### src/rtl/katana_tracker_if.sv
// Pixel-stream / marker-result bundle between a camera front end and katana_tracker.
// The master drives raster position and pixel; the slave returns the centroid.
interface katana_tracker_if;
   logic [10:0] hcount_in;
   logic [9:0]  vcount_in;
   logic [11:0] pixel_in;
   logic [10:0] katana_x;
   logic [9:0]  katana_y;
   logic        pos_valid_out;
   logic        detected_out;

   modport master (
      output hcount_in, vcount_in, pixel_in,
      input  katana_x, katana_y, pos_valid_out, detected_out
   );

   modport slave (
      input  hcount_in, vcount_in, pixel_in,
      output katana_x, katana_y, pos_valid_out, detected_out
   );
endinterface

### src/rtl/katana_tracker.sv
// Green-marker centroid tracker: accumulates matching pixels per frame, then runs two
// serial restoring dividers (30 cycles) to produce the centroid one cycle later.
module katana_tracker #(
   parameter logic [3:0] G_MIN     = 4'hA,
   parameter logic [3:0] R_MAX     = 4'h5,
   parameter logic [3:0] B_MAX     = 4'h5,
   parameter int         MIN_COUNT = 64
) (
   input logic             clk_in,
   input logic             rst_in,
   katana_tracker_if.slave bus
);

   localparam logic [1:0]  S_IDLE      = 2'd0;
   localparam logic [1:0]  S_DIVIDE    = 2'd1;
   localparam logic [1:0]  S_UPDATE    = 2'd2;
   localparam logic [4:0]  L_LAST_STEP = 5'd29;
   localparam logic [19:0] L_MIN_COUNT = 20'(MIN_COUNT);

   logic [19:0] r_count;
   logic [29:0] r_sum_x;
   logic [29:0] r_sum_y;

   logic [1:0]  r_state;
   logic [4:0]  r_step;
   logic [19:0] r_den;
   logic [29:0] r_quo_x;
   logic [29:0] r_quo_y;
   logic [19:0] r_rem_x;
   logic [19:0] r_rem_y;

   logic [10:0] r_katana_x;
   logic [9:0]  r_katana_y;
   logic        r_pos_valid;
   logic        r_detected;

   logic        w_active;
   logic        w_match;
   logic        w_frame_end;
   logic [20:0] w_trial_x;
   logic [20:0] w_trial_y;
   logic [20:0] w_diff_x;
   logic [20:0] w_diff_y;
   logic        w_ge_x;
   logic        w_ge_y;

   assign w_active    = (bus.hcount_in < 11'd1024) && (bus.vcount_in < 10'd768);
   assign w_match     = (bus.pixel_in[7:4] >= G_MIN) &&
                        (bus.pixel_in[11:8] <= R_MAX) &&
                        (bus.pixel_in[3:0] <= B_MAX);
   assign w_frame_end = (bus.hcount_in == 11'd1024) && (bus.vcount_in == 10'd768);

   // Restoring step: bring down the next dividend bit; subtract only if it fits.
   assign w_trial_x = {r_rem_x, r_quo_x[29]};
   assign w_trial_y = {r_rem_y, r_quo_y[29]};
   assign w_diff_x  = w_trial_x - {1'b0, r_den};
   assign w_diff_y  = w_trial_y - {1'b0, r_den};
   assign w_ge_x    = (w_trial_x >= {1'b0, r_den});
   assign w_ge_y    = (w_trial_y >= {1'b0, r_den});

   // NOTE: sequential state uses non-blocking assignments so every register samples
   // pre-edge values; blocking here would create order-dependent simulation races.
   always_ff @(posedge clk_in) begin
      if (rst_in) begin
         r_count <= '0;
         r_sum_x <= '0;
         r_sum_y <= '0;
      end else if (w_frame_end) begin
         r_count <= '0;
         r_sum_x <= '0;
         r_sum_y <= '0;
      end else if (w_active && w_match) begin
         r_count <= r_count + 20'd1;
         r_sum_x <= r_sum_x + 30'(bus.hcount_in);
         r_sum_y <= r_sum_y + 30'(bus.vcount_in);
      end
   end

   always_ff @(posedge clk_in) begin
      if (rst_in) begin
         r_state     <= S_IDLE;
         r_step      <= '0;
         r_den       <= '0;
         r_quo_x     <= '0;
         r_quo_y     <= '0;
         r_rem_x     <= '0;
         r_rem_y     <= '0;
         r_katana_x  <= 11'd512;
         r_katana_y  <= 10'd384;
         r_pos_valid <= 1'b0;
         r_detected  <= 1'b0;
      end else begin
         r_pos_valid <= 1'b0;
         case (r_state)
            S_IDLE: begin
               if (w_frame_end) begin
                  r_den   <= r_count;
                  r_quo_x <= r_sum_x;
                  r_quo_y <= r_sum_y;
                  r_rem_x <= '0;
                  r_rem_y <= '0;
                  r_step  <= '0;
                  r_state <= S_DIVIDE;
               end
            end
            S_DIVIDE: begin
               r_rem_x <= w_ge_x ? w_diff_x[19:0] : w_trial_x[19:0];
               r_rem_y <= w_ge_y ? w_diff_y[19:0] : w_trial_y[19:0];
               r_quo_x <= {r_quo_x[28:0], w_ge_x};
               r_quo_y <= {r_quo_y[28:0], w_ge_y};
               r_step  <= r_step + 5'd1;
               if (r_step == L_LAST_STEP) begin
                  r_state <= S_UPDATE;
               end
            end
            S_UPDATE: begin
               r_pos_valid <= 1'b1;
               // Too few pixels (including zero): the quotient is meaningless, keep old position.
               if (r_den >= L_MIN_COUNT) begin
                  r_katana_x <= r_quo_x[10:0];
                  r_katana_y <= r_quo_y[9:0];
                  r_detected <= 1'b1;
               end else begin
                  r_detected <= 1'b0;
               end
               r_state <= S_IDLE;
            end
            default: r_state <= S_IDLE;
         endcase
      end
   end

   assign bus.katana_x      = r_katana_x;
   assign bus.katana_y      = r_katana_y;
   assign bus.pos_valid_out = r_pos_valid;
   assign bus.detected_out  = r_detected;

endmodule

### src/flat_wrapper.sv
// flat-port wrapper written by rule: the top's interface ports become plain ports
module katana_tracker_flat 
#(
   parameter logic [3:0] G_MIN     = 4'hA,
   parameter logic [3:0] R_MAX     = 4'h5,
   parameter logic [3:0] B_MAX     = 4'h5,
   parameter int         MIN_COUNT = 64
)
  (clk_in, rst_in, bus_hcount_in, bus_vcount_in, bus_pixel_in, bus_katana_x, bus_katana_y, bus_pos_valid_out, bus_detected_out);
  katana_tracker_if bus_i ();
  input logic clk_in;
  input logic rst_in;
  input wire logic [$bits(bus_i.hcount_in)-1:0] bus_hcount_in;
  input wire logic [$bits(bus_i.vcount_in)-1:0] bus_vcount_in;
  input wire logic [$bits(bus_i.pixel_in)-1:0] bus_pixel_in;
  output wire logic [$bits(bus_i.katana_x)-1:0] bus_katana_x;
  output wire logic [$bits(bus_i.katana_y)-1:0] bus_katana_y;
  output wire logic [$bits(bus_i.pos_valid_out)-1:0] bus_pos_valid_out;
  output wire logic [$bits(bus_i.detected_out)-1:0] bus_detected_out;
  assign bus_i.hcount_in = bus_hcount_in;
  assign bus_i.vcount_in = bus_vcount_in;
  assign bus_i.pixel_in = bus_pixel_in;
  assign bus_katana_x = bus_i.katana_x;
  assign bus_katana_y = bus_i.katana_y;
  assign bus_pos_valid_out = bus_i.pos_valid_out;
  assign bus_detected_out = bus_i.detected_out;
  katana_tracker #(.G_MIN(G_MIN), .R_MAX(R_MAX), .B_MAX(B_MAX), .MIN_COUNT(MIN_COUNT)) u_core (.clk_in(clk_in), .rst_in(rst_in), .bus(bus_i));
endmodule
### config.mk
export PLATFORM = sky130hd
export DESIGN_NAME = katana_tracker_flat
export DESIGN_NICKNAME = d
export VERILOG_FILES = /design/src/rtl/katana_tracker_if.sv /design/src/rtl/katana_tracker.sv /design/src/flat_wrapper.sv
export SDC_FILE = /design/constraint.sdc
export NUM_CORES = 1
export LEC_CHECK = 0
export ABC_AREA = 0
export BUFFER_PORTS_ARGS = -buffer_cell sky130_fd_sc_hd__buf_2
export CAP_MARGIN = 40
export CORE_MARGIN = 1
export CORE_UTILIZATION = 50
export DETAILED_ROUTE_END_ITERATION = 12
export GPL_ROUTABILITY_DRIVEN = 0
export HOLD_SLACK_MARGIN = 0.12
export PLACE_DENSITY_LB_ADDON = 0.12
export SYNTH_ARGS = -nofsm -noshare
export SYNTH_HDL_FRONTEND = slang
export SYNTH_SLANG_ARGS = --single-unit
### constraint.sdc
create_clock -name clk_in -period 2.3 [get_ports clk_in]
set_input_delay 0.23 -clock clk_in [delete_from_list [all_inputs] [get_ports clk_in]]
set_output_delay 0.23 -clock clk_in [all_outputs]
set_load 0.05 [all_outputs]
======== Word level (Yosys, flattened, before mapping) ========
Cells that the tools add are included.
storage, ports and cells
  register bits ........................... 230
  bits of input ports ..................... 35
  logic and storage cells ................. 63
  output and inout port bits .............. 23
operators by class
  muxes and demuxes ....................... 16
  equal/unequal tests ..................... 7
  $add $sub $neg .......................... 6
  reductions and logical operators ........ 12
  $lt $le $gt $ge ......................... 8
operators by type and width
  kind                                                                              count
  30-bit case mux with 2 select lines                                               2
  20-bit case mux with 2 select lines                                               2
  20-bit two-way mux                                                                3
  30-bit two-way mux                                                                2
  21-bit by 20-bit >= comparator with 1-bit output                                  2
  20-bit subtractor                                                                 2
  30-bit by 10-bit adder with 30-bit output                                         1
  30-bit by 11-bit adder with 30-bit output                                         1
  20-bit by 1-bit adder with 20-bit output, second input constant                   1
  20-bit by 7-bit >= comparator with 1-bit output, second input constant            1
  11-bit equality test, second input constant                                       1
  11-bit less-than comparator, second input constant                                1
  10-bit equality test, second input constant                                       1
  10-bit less-than comparator, second input constant                                1
  5-bit case mux with 2 select lines                                                1
  4-bit by 3-bit less-or-equal comparator with 1-bit output, second input constant  2
  2-bit AND reduction                                                               4
  5-bit by 1-bit adder with 5-bit output, second input constant                     1
  5-bit equality test, second input constant                                        1
  1-bit logical AND                                                                 5
  5-bit two-way mux                                                                 1
  4-bit >= comparator, second input constant                                        1
  2-bit two-way mux                                                                 2
  2-bit by 1-bit != test with 1-bit output, second input constant                   2
  7 further kinds                                                                   8

======== Longest topological paths before layout ========
Gate-level depths: netlist (run 1).
  depth after elaboration ................. 4
  mapped depth ............................ 12

======== Least setup slack after synthesis (run 1) ========
No wires, ideal clock.
  kind .................................... reg-to-reg
  start point ............................. register u_core.r_den[8]
  end point ............................... register u_core.r_rem_x[17]
  arrival time ............................ 2353 ps
  path slack .............................. -181 ps
  setup time .............................. 128 ps
  period minus slack after synthesis ...... 2481 ps
  stages on the path, launching flop included .. 12
  cell sequence ........................... dfxtp_1 inv_1 ha_1 nand2_2 or4_4 nor3_2 o211ai_1 a31o_2 buf_6 buf_6 a32oi_1 o31ai_1
between the ends
  word-level cells in the longest chain between the ends .. 3
ends and longest elaborated chain
  item                                                                                   line                                        RTL
  start, declared                                                                        katana_tracker.sv:26                        logic [19:0] r_den;
  start signal, assigned                                                                 katana_tracker.sv:97                        r_den <= r_count;
  20-bit subtractor or 21-bit by 20-bit >= comparator with 1-bit output (tied branches)  katana_tracker.sv:56, katana_tracker.sv:58
  20-bit two-way mux *                                                                   katana_tracker.sv:107                       r_rem_x <= w_ge_x ? w_diff_x[19:0] : w_trial_x[19:0];
  20-bit case mux with 2 select lines *                                                  katana_tracker.sv:94                        case (r_state)
  end signal, assigned                                                                   katana_tracker.sv:107
  end, declared                                                                          katana_tracker.sv:29                        logic [19:0] r_rem_x;
Every way passes the cells marked *; elsewhere a longest branch is shown, timed or not.
A chain may end at the register's enable or synchronous reset.

======== Worst setup path in the final report (run 1) ========
  start point ............................. register u_core.r_den[11]
  end point ............................... register u_core.r_rem_x[12]
Same word-level chain as after synthesis.

==> results of run 1 <==
==> cell families (layout without fill, tap and decap cells) <==
| group | count (synthesis) | after routing | share of synthesized area [%] |
|---|---|---|---|
| flops | 230 | 230 | 38.3 |
| compound gates | 334 | 334 | 18.6 |
| simple gates | 604 | 604 | 22.1 |
| fa+ha+maj | 68 | 68 | 7.33 |
| mux | 31 | 31 | 2.59 |
| xor+xnor | 97 | 97 | 7.07 |
| buf+inv | 119 | 328 | 3.94 |
==> worst max-delay path by stage <==
stage,depth (start not counted),start,slack [ns],to
floorplan,11,u_core.r_den[8],-0.07,u_core.r_rem_x[17]
global placement,10,bus_hcount_in[1],-0.21,u_core.r_quo_y[10]
detailed placement,10,bus_hcount_in[1],-0.29,u_core.r_quo_y[25]
CTS,10,u_core.r_den[8],-0.18,u_core.r_rem_x[8]
global route,10,u_core.r_den[11],-0.33,u_core.r_rem_x[8]
finish,10,u_core.r_den[11],-0.28,u_core.r_rem_x[12]
==> registers in the layout, summed over array words and instances, names as in the netlist <==
register	cells
u_core.r_rem_y	20
u_core.r_step	5
u_core.r_count	20
u_core.r_den	20
u_core.r_state	2
u_core.r_sum_y	30
u_core.r_sum_x	30
u_core.r_quo_y	30
u_core.bus.pos_valid_out	1
u_core.bus.katana_y	10
u_core.bus.katana_x	11
u_core.r_quo_x	30
u_core.bus.detected_out	1
u_core.r_rem_x	20
==> synthesized netlist by cell type, types with 17 or more instances <==
cell	number	area, um^2
nor2_1	184	691
xor2_1	47	412
a21o_1	18	135
nand2_1	267	1000
inv_1	38	143
nand3_1	22	110
a21oi_1	106	531
a311oi_1	63	552
nand4_1	17	106
nor3_1	26	130
clkbuf_1	70	263
xnor2_1	50	438
and3_1	17	106
dfxtp_1	230	4600
ha_1	64	801
o21ai_1	46	230
o21ai_0	18	90.1
mux2i_1	30	300
==> repair_timing <==
| action | in CTS | in global routing |
|---|---|---|
| hold buffers | 3 | 0 |
| setup endpoints to repair | 78 | 81 |
| hold endpoints to repair | 12 | 0 |
| cloned | 5 | 1 |
| gates resized for setup | 83 | 109 |
| setup buffers | 18 | 16 |
| pin swaps | 47 | 79 |
==> report_power, final <==
part	internal, uW	switching, uW
Clock	2770	1730
Combinational	112	173
Sequential	3990	3.92
Total	6870	1910
==> worst max-delay path: cells and delay by family, from the launching register on <==
family                   cells  cell delay (ns)
adder cells (fa/ha/maj)      1             0.28
AO/OA/AOI/OAI                4             0.83
AND/OR/NAND/NOR              3             0.76
buffers and inverters        2             0.23
flip-flops                   1             0.33
==> area by class of cell <==
cell class	instances	area share, %
Sequential cell	230	29.2
Clock inverter	16	1.24
Tap cell	319	2.52
Timing Repair Buffer	240	12.2
Multi-Input combinational cell	1134	49.3
Inverter	38	0.916
Clock buffer	34	4.74
==> through the flow <==
step,instances,util [%],total power [uW]
after global routing,2011,67.3,9050
after floorplan,1483,-,4220
after global placement,1923,58.3,4330
after CTS,1997,64.8,8830
final,2011,67.3,8780
after detailed placement,1923,58.3,4330
==> metal layers <==
layer | vias to the layer above | share of wire [%] | wire length (um) | global-route usage, %
met5 | - | 0 | 0 | 0
li1 | 5589 | - | - | -
met1 | 5308 | 46 | 15000 | 34.0
met2 | 229 | 48 | 15800 | 44.5
met4 | 0 | 3.0 | 987 | 8.31
met3 | 67 | 3.3 | 1070 | 2.95
==> flow_metrics.tcl, run 1 <==
set metrics [dict create \
    outcome "finished, violations left" \
    violations "negative setup slack" \
    power.leakage_uw 0.00640 \
    ff_latch_area_mm2 0.00462 \
    die_w_um 157 \
    synth_edf_count 0 \
    cts_buffers 27 \
    rows 56 \
    drt-wirelength-per-cell_um 16.3 \
    synth.distinct_cells 68 \
    io_buffers 54 \
    vias_per_cell 5.57 \
    hold_path.class "primary input to flop" \
    mostFrequentLayoutCell "nand2_1" \
    cts_tree "built" \
    finClkSkew_ns 0.0192 \
    regToRegStartpoint "u_core.r_den[11]" \
    finalHoldViolations 0 \
    netlist_area_mm2 0.0120 \
    grt_pass1_vias 10576 \
    dr.first_iter.drc_count 710 \
    cap_viol_max_count 0 \
    clkTransAtPathRegs_ns 0.06 \
    power_density_mw_per_mm2 554 \
    critPathMaxStageDelay_ns 0.55 \
    grt_pass1_wl_um 51800 \
    worst-slew-pin-transition_ns 0.594 \
    fillCellCount 1947 \
    cts-root-buf "clkbuf_16" \
    holdPathStages 5 \
    hold_ws_ns 0.233 \
    fmax_mhz 388 \
    min_to "u_core.r_sum_y[7]" \
    clock_path_buffers 3 \
    crit_slowest_cell "or4_4" \
    place_ws_ns -0.293 \
    synth_ff_type "dfxtp_1" \
    hp-start "bus_vcount_in[7]" \
    place_area_mm2 0.0137 \
    drc_errors 0 \
    wl_um 32900 \
    postSynthCellCount 1483 \
    mostFrequentLayoutCells "259 x nand2_1, 216 x dfxtp_1, 178 x nor2_1" \
    drive_gt1_share_pct 26.7 \
    antenna_found_initial 0 \
    grt_overflow 0 \
    n_antenna_cell 0 \
    worstRegToRegCells 10 \
    cp_cell_sequence "inv_2, ha_4, nand2_4, or4_4, o211ai_2, o211ai_1, a31o_2, buf_12, and3_4, a211o_1" \
    fp.dieArea_mm2 0.0246 \
    start_kind "flop" \
    required_ns 2.71 \
    synth_nets 1586 \
    setup_slack_ns -0.279 \
    postLayoutCellArea_mm2 0.0159 \
    reg2reg_slack_ns -0.28 \
    syn_to_final_growth_pct 32.0 \
    finalCriticalPeriod_ns 2.58 \
    multi_input_area_mm2 0.00781 \
    h-tree-depth 1 \
    vdd_drop_max_v 0.000519 \
    routed-via-count 11193 \
    postSynthAreaPerCell_um2 8.10 \
    grt_max_degree 124 \
    slew_viol_final 0 \
    ys_seq_elements 230 \
    rsz0062_at_grt "true" \
    nets 1774 \
    cp_max_fo 18 \
    fp.dieH_um 157 \
    r2r-end "u_core.r_rem_x[12]" \
    antenna_left 0 \
    core-area_mm2 0.0235 \
    cp_data_arrival_time_ns 2.98 \
    endpoint_kind "flop" \
    yosys_warnings 0 \
    final-setup-viol-count 45 \
    worst-setup-path-type "flop to flop" \
    relSlewSlack_pct 60.2 \
    globalRouteTotalUtil_pct 26.0 \
    ys_seq_area_share_pct 38.3 \
    clk_latency_ns 0.53 \
    finalSetupTns_ns -4.87 \
    period_share_pct 112 \
    ios 58 \
    first_pass_iters 5 \
    clkSinkCount 230 \
    dp_hpwl_um 21500 \
    initial_core_util_pct 51.0 \
    synthArstFlopShare_pct 0 \
]
Note: power is estimated with default switching activity, not from simulation.
==> run 2: changes to the inputs <==
CORE_ASPECT_RATIO = 0.7   (was unset)
==> flow_metrics.tcl, run 2 (synthesis results as in run 1) <==
set metrics [dict create \
    worst-slew-pin-transition_ns 0.532 \
    hold_ws_ns 0.148 \
    dr.first_iter.drc_count 687 \
    antenna_left 0 \
    slew_viol_final 0 \
    worst-setup-path-type "flop to flop" \
    vias_per_cell 5.57 \
    h-tree-depth 1 \
    io_buffers 54 \
    grt_max_degree 68 \
    cts_buffers 24 \
    crit_slowest_cell "or4_4" \
    power_density_mw_per_mm2 544 \
    clock_path_buffers 3 \
    fp.dieArea_mm2 0.0247 \
    start_kind "flop" \
    finalCriticalPeriod_ns 2.57 \
    routed-via-count 11195 \
    finalHoldViolations 0 \
    clk_latency_ns 0.52 \
    fp.dieH_um 132 \
    period_share_pct 112 \
    die_w_um 187 \
    cp_data_arrival_time_ns 2.98 \
    worst-path-buf-inv 2 \
    power.leakage_uw 0.00628 \
    grt_overflow 0 \
    rsz0062_at_grt "true" \
    worst-path-stages 10 \
    hold_path.class "primary input to flop" \
    grt_pass1_vias 10368 \
    cts-root-buf "clkbuf_16" \
    drc_errors 0 \
    wl_um 32800 \
    antenna_found_initial 0 \
    holdPathStages 4 \
    critPathMaxStageDelay_ns 0.57 \
    cts_tree "built" \
    relSlewSlack_pct 64.6 \
    core-area_mm2 0.0236 \
    vdd_drop_max_v 0.000453 \
    rows 47 \
    mostFrequentLayoutCells "260 x nand2_1, 219 x dfxtp_1, 183 x nor2_1" \
    postLayoutCellArea_mm2 0.0157 \
    n_antenna_cell 0 \
    grt_pass1_wl_um 53100 \
    violations "negative setup slack" \
    drt-wirelength-per-cell_um 16.3 \
    cp_top_family "compound AO/OA/AOI/OAI gates" \
    first_pass_iters 5 \
    globalRouteTotalUtil_pct 25.9 \
    mostFrequentLayoutCell "nand2_1" \
    drive_gt1_share_pct 24.3 \
    fmax_mhz 389 \
    place_area_mm2 0.0138 \
    outcome "finished, violations left" \
    endpoint_kind "flop" \
    finClkSkew_ns 0.00963 \
    initial_core_util_pct 50.9 \
    dp_hpwl_um 21600 \
    ios 58 \
    setup_slack_ns -0.268 \
    nets 1778 \
    final-setup-viol-count 45 \
    clkTransAtPathRegs_ns 0.06 \
    required_ns 2.71 \
    clkSinkCount 230 \
    syn_to_final_growth_pct 30.7 \
    cp_max_fo 14 \
    cp_cell_sequence "inv_2, ha_4, nand2_4, or4_4, o211ai_2, o211ai_1, a31o_2, buf_12, and3_1, a211o_1" \
    worstRegToRegCells 10 \
    cap_viol_max_count 0 \
]
==> run 2: power breakdown <==
part	total [uW]	switching, uW	internal, uW	leakage, uW
clock	4260	1650	2610	0.000424
sequential	3990	4.75	3990	0.00186
combinational	285	170	116	0.00400
==> run 2: cell type report <==
cell class	instances	area, um^2
clock buffer	30	664
timing repair buffer	247	2070
sequential	230	4620
tap	318	398
fill	1960	7890
multi-input combinational	1134	7610
clock inverter	13	193
inverter	38	143
==> run 2: final timing paths <==
check,end,from,slack (ns)
worst max-delay path,u_core.r_rem_x[8],u_core.r_den[7],-0.27
worst min-delay path,u_core.r_sum_x[0],bus_hcount_in[0],0.15
worst max register to register,u_core.r_rem_x[8],u_core.r_den[7],-0.27
worst min register to register,u_core.r_den[17],u_core.r_den[17],0.45
==> run 2: stage by stage <==
step | instances | setup TNS, ns | util, % | total power, uW | setup slack [ns]
finish | 2010 | -7.65 | 66.6 | 8540 | -0.268
global route | 2010 | -12.04 | 66.6 | 8790 | -0.339
CTS | 1990 | -4.07 | 64.4 | 8570 | -0.181
detailed placement | 1924 | -15.27 | 58.4 | 4330 | -0.316
global placement | 1923 | -9.43 | 58.3 | 4330 | -0.346
floorplan | 1483 | -0.267 | - | 4220 | -0.0656
==> run 2: per-layer routing <==
metal  global-route usage, %  wire length (um)  vias to the layer above
li1                        -                 -                     5604
met1                    39.4             16500                     5291
met2                    38.5             14100                      250
met3                    3.15              1610                       50
met4                    6.01               625                        0
met5                       0                 0                        -
==> run 2: worst min-delay path, stage by stage <==
cell and delay (ns):
buf_2 0.12, ha_4 0.12, nand2_1 0.04, a21oi_1 0.12
==> run 2: what timing repair did <==
item	4_1_cts	5_1_grt
buffers inserted	16	19
cloned	6	1
hold buffers	1	0
endpoints found under the hold margin	13	0
endpoints found under the setup margin	78	82
resized for setup	67	62
pin swaps	25	46
